==> config.mk <==
export PLATFORM = sky130hd
export DESIGN_NAME = mem_bus_arbiter
export DESIGN_NICKNAME = d
export VERILOG_FILES = /design/src/rtl/mem_bus_arbiter.sv
export SDC_FILE = /design/constraint.sdc
export NUM_CORES = 1
export LEC_CHECK = 0
export BUFFER_PORTS_ARGS = -buffer_cell sky130_fd_sc_hd__buf_2
export CORE_AREA = 2 2 105 107
export CTS_CLUSTER_DIAMETER = 30
export CTS_CLUSTER_SIZE = 8
export DETAILED_ROUTE_END_ITERATION = 12
export DIE_AREA = 0 0 107 109
export PLACE_DENSITY_LB_ADDON = 0.3
export SLEW_MARGIN = 20
export SYNTH_ARGS = -nofsm -noshare
export SYNTH_HDL_FRONTEND = slang
export SYNTH_SLANG_ARGS = --single-unit
==> constraint.sdc <==
create_clock -name clk -period 2.3 [get_ports clk]
set_input_delay 0.23 -clock clk [delete_from_list [all_inputs] [get_ports clk]]
set_output_delay 0.23 -clock clk [all_outputs]
set_load 0.03 [all_outputs]
==> src/rtl/mem_bus_arbiter.sv <==
// Two-requester memory bus arbiter: the I-cache refill and D-cache ports share one memory port.
// Ties go to the D-side unless ARB_RR_EN is defined, in which case they alternate using last_gnt.
module mem_bus_arbiter (
    input  logic        clk,
    input  logic        clrn,
    input  logic        i_req,
    input  logic [31:0] i_addr,
    output logic [31:0] i_data,
    output logic        i_ready,
    input  logic        d_req,
    input  logic        d_wr,
    input  logic [31:0] d_addr,
    input  logic [31:0] d_wdata,
    output logic [31:0] d_rdata,
    output logic        d_ready,
    output logic        m_req,
    output logic        m_wr,
    output logic [31:0] m_addr,
    output logic [31:0] m_wdata,
    input  logic [31:0] m_rdata,
    input  logic        m_ready,
    output logic        busy,
    output logic [1:0]  gnt
);

    typedef enum logic [1:0] {
        IDLE = 2'b00,
        IGNT = 2'b01,
        DGNT = 2'b10
    } state_t;

    state_t      state_q, state_d;
    logic [31:0] m_addr_q, m_addr_d;
    logic [31:0] m_wdata_q, m_wdata_d;
    logic        m_wr_q, m_wr_d;
    logic        tie_to_d;
    logic        grant_i;
    logic        grant_d;

`ifdef ARB_RR_EN
    logic        last_gnt_q, last_gnt_d;
`endif

    // Winner selection is only consulted in IDLE; a tie is resolved by tie_to_d.
    always_comb begin
`ifdef ARB_RR_EN
        tie_to_d = ~last_gnt_q;
`else
        tie_to_d = 1'b1;
`endif
        grant_d = d_req & (~i_req | tie_to_d);
        grant_i = i_req & (~d_req | ~tie_to_d);
    end

    always_comb begin
        state_d   = state_q;
        m_addr_d  = m_addr_q;
        m_wr_d    = m_wr_q;
        m_wdata_d = m_wdata_q;
`ifdef ARB_RR_EN
        last_gnt_d = last_gnt_q;
`endif
        case (state_q)
            IDLE: begin
                if (grant_d) begin
                    state_d   = DGNT;
                    m_addr_d  = d_addr;
                    m_wr_d    = d_wr;
                    m_wdata_d = d_wdata;
                end else if (grant_i) begin
                    state_d   = IGNT;
                    m_addr_d  = i_addr;
                    m_wr_d    = 1'b0;
                    m_wdata_d = 32'd0;
                end
            end
            // A granted transaction ignores its req and runs until memory answers.
            IGNT: begin
                if (m_ready) begin
                    state_d = IDLE;
`ifdef ARB_RR_EN
                    last_gnt_d = 1'b0;
`endif
                end
            end
            DGNT: begin
                if (m_ready) begin
                    state_d = IDLE;
`ifdef ARB_RR_EN
                    last_gnt_d = 1'b1;
`endif
                end
            end
            default: state_d = IDLE;
        endcase
    end

    always_ff @(posedge clk or negedge clrn) begin
        if (!clrn) begin
            state_q   <= IDLE;
            m_addr_q  <= 32'd0;
            m_wr_q    <= 1'b0;
            m_wdata_q <= 32'd0;
`ifdef ARB_RR_EN
            last_gnt_q <= 1'b0;
`endif
        end else begin
            state_q   <= state_d;
            m_addr_q  <= m_addr_d;
            m_wr_q    <= m_wr_d;
            m_wdata_q <= m_wdata_d;
`ifdef ARB_RR_EN
            last_gnt_q <= last_gnt_d;
`endif
        end
    end

    // Read data passes straight through; only the matching ready pulse qualifies it.
    assign i_data  = m_rdata;
    assign d_rdata = m_rdata;
    assign i_ready = (state_q == IGNT) && m_ready;
    assign d_ready = (state_q == DGNT) && m_ready;
    assign m_req   = (state_q != IDLE);
    assign busy    = (state_q != IDLE);
    assign gnt     = state_q;
    assign m_addr  = m_addr_q;
    assign m_wr    = m_wr_q;
    assign m_wdata = m_wdata_q;

endmodule

==> key figures <==
STA
  • Setup TNS: 0 ns
  • Pins Over Slew Limit: 0
  • Final Setup Violations: 0
  • RSZ-0062 raised after global routing: false
  • Fin. Hold Viols: 0
  • Fmax: between 500 and 600 MHz
  • Slew headroom: 53.7%
  • Worst-Margin Slew: 0.694 ns
  • Final worst-path cycle share: just over 80%
  • Setup Skew: 0.00895 ns
  • Min cycle time layout: around 1.9 ns

Power and ir drop
  • PD cells: between 1500 and 2000 mW/mm²
  • Leakage: 1.97 nW
  • Max VDD drop: 0.000585 V
  • Tot Pwr: 0.00589 W

Place
  • DP HPWL: about 6700 µm
  • Number of port buffers: 172
  • Final GP Congestion: 0.719
  • Placed Area: 0.00374 mm²

Clock tree
  • Root buffer cell: clkbuf_8
  • Total setup buffers inserted after CTS: 0
  • CTS tree: built
  • H-tree lvl count: 3
  • Clk sinks: 67
  • CTS max path bufs: 2
  • Clk_lat worst skew: 0.33 ns
  • Hold-fix buffers at CTS: 1
  • Clock buffer count from CTS: 9
  • Cts repair resizes: 0
  • Clock transition at path regs: approximately 0.07 ns

Worst hold path
  • Hold WC Path Type: primary input to flop

Detailed routing
  • Routed len/inst: 16.3 µm
  • Final ANT Viol Nets: 0
  • Number of remaining DRC errors: 0
  • WL final: roughly 9000 µm
  • Via count: 2559
  • Avg Vias per Cell: ~4.6
  • First DRT Iteration DRCs: 121
  • DRT Pass-1 Iters: 4

Final layout
  • Area Growth Syn to Fin: 22.2%
  • Net count, final: 545
  • Layout cells sized above 1: 47.4%
  • Ant. Diodes: 0
  • Design Area, Final: 0.00392 mm²

GRT
  • Remaining global-route overflow: 0
  • Vias in the first global route: 2587
  • Initial antenna violation count: 0
  • Global-route wire length before repair: about 13000 µm
  • GRT Resource Usage Total: 15.2%
  • Largest net degree at the start of global routing: 40

Yosys
  • Synth Net Count: 438
  • Register area share after synthesis: a little over half
  • Yosys Warn Count: 0
  • Cells after synthesis: 301
  • Synth cell types: 19
  • Mapped Area: around 0.0032 mm²
  • Mean post-synth cell area: ~11 µm²
  • Yosys reg bits: 67

Floorplan
  • Number of I/O pins: 269
  • Row cnt: 38
  • CORE AREA: 0.0106 mm²
  • Die Span Y: 109 µm
  • Die W: 107 µm
  • Die ar.: between 0.01 and 0.015 mm²
  • Initial cell density of the core: around 30%

Critical path
  • WP data arrival: 2.12 ns
  • CP Class: flop to flop
  • CP max FO: 26
  • Critical path required time: 2.52 ns
  • Critical Path Source Type: flop
  • Nature of the critical path endpoint: flop

Job
  • Max Cap Viol: 0

Run status
  • Status: finished clean
routing by layer:
layer | track usage, % | share of wire [%]
met1 | 17.5 | 40
met3 | 5.26 | 8.2
met5 | 0 | 0
met2 | 26.8 | 51
met4 | 4.64 | 1.1
layout make-up:
class	instances	area, µm²
Inverter	4	15.0
Multi-Input combinational cell	146	933
Fill cell	1093	6690
Clock inverter	2	12.5
Tap cell	140	175
Clock buffer	12	155
Timing Repair Buffer	180	948
Sequential cell	67	1680
report_power, final:
group | switching [W] | total [W] | internal [W]
combinational | 0.00209 | 0.00304 | 0.000953
clock | 0.000425 | 0.000862 | 0.000437
sequential | 0.000282 | 0.00199 | 0.00171
state kept, by name, summed over array words and instances, names as in the netlist:
signal   count
m_addr      32
m_wdata     32
gnt          2
m_wr         1
critical path, cell delays in order, from the launching register on:
cell and delay (ns):
dfrtp_1 0.41, inv_1 0.11, ha_1 0.17, buf_4 0.15, nand2b_1 0.23, buf_4 0.32
o32ai_1 0.31, nor2_1 0.09
per-stage QoR:
step | util (%) | std cells | worst slack (ns) | hold WS (ns)
after floorplan | - | 301 | 0.603 | -0.0656
after global placement | 35.2 | 536 | 0.358 | 0.310
after detailed placement | 35.3 | 536 | 0.394 | 0.321
after CTS | 36.9 | 551 | 0.381 | 0.0936
after global routing | 36.9 | 551 | 0.239 | 0.0870
final | 36.9 | 551 | 0.395 | 0.118
placed cells by master, fill, tap and decap left out, types with 2 or more instances in the layout:
| master | Yosys | routed |
|---|---|---|
| a21oi_1 | 3 | 3 |
| a22o_1 | 33 | 33 |
| and2_1 | 3 | 2 |
| buf_12 | 0 | 2 |
| buf_2 | 8 | 172 |
| buf_4 | 68 | 5 |
| clkbuf_8 | 0 | 11 |
| dfrtp_1 | 67 | 67 |
| ha_1 | 3 | 3 |
| inv_1 | 3 | 3 |
| nand2_1 | 2 | 2 |
| nand2b_1 | 3 | 3 |
| nor2_1 | 63 | 63 |
| o32ai_1 | 31 | 31 |
final timing paths:
path                       slack (ns)        from  depth (start not counted)         end
setup / recovery                 0.40      gnt[0]                          7  m_addr[16]
hold / removal                   0.12  d_wdata[1]                          2  m_wdata[1]
setup reg to reg                 0.40      gnt[0]                          7  m_addr[16]
hold reg to reg                  0.50  m_addr[17]                          2  m_addr[17]
max in group asynchronous        1.15        clrn                          3  m_wdata[4]
min in group asynchronous        0.47        clrn                          2   m_addr[5]
Yosys cell counts, drive strengths merged:
cell,count,area (µm²)
dfrtp,67,1680
buf,76,551
and2,3,18.8
o22ai,1,6.26
a22o,33,289
inv,4,15.0
nand2b,3,18.8
nor2,63,236
a21oi,3,15.0
clkbuf,8,30.0
o21ai,1,8.76
nand2,2,7.51
o21a,1,7.51
o32ai,31,272
ha,3,37.5
o31ai,1,7.51
a21o,1,7.51
kinds of logic after synthesis:
family,synth area share (%)
fa+ha+maj,1.17
flops,52.3
simple gates,8.79
compound gates,19.1
buf+inv,18.6
(Power assumes the default switching activity.)
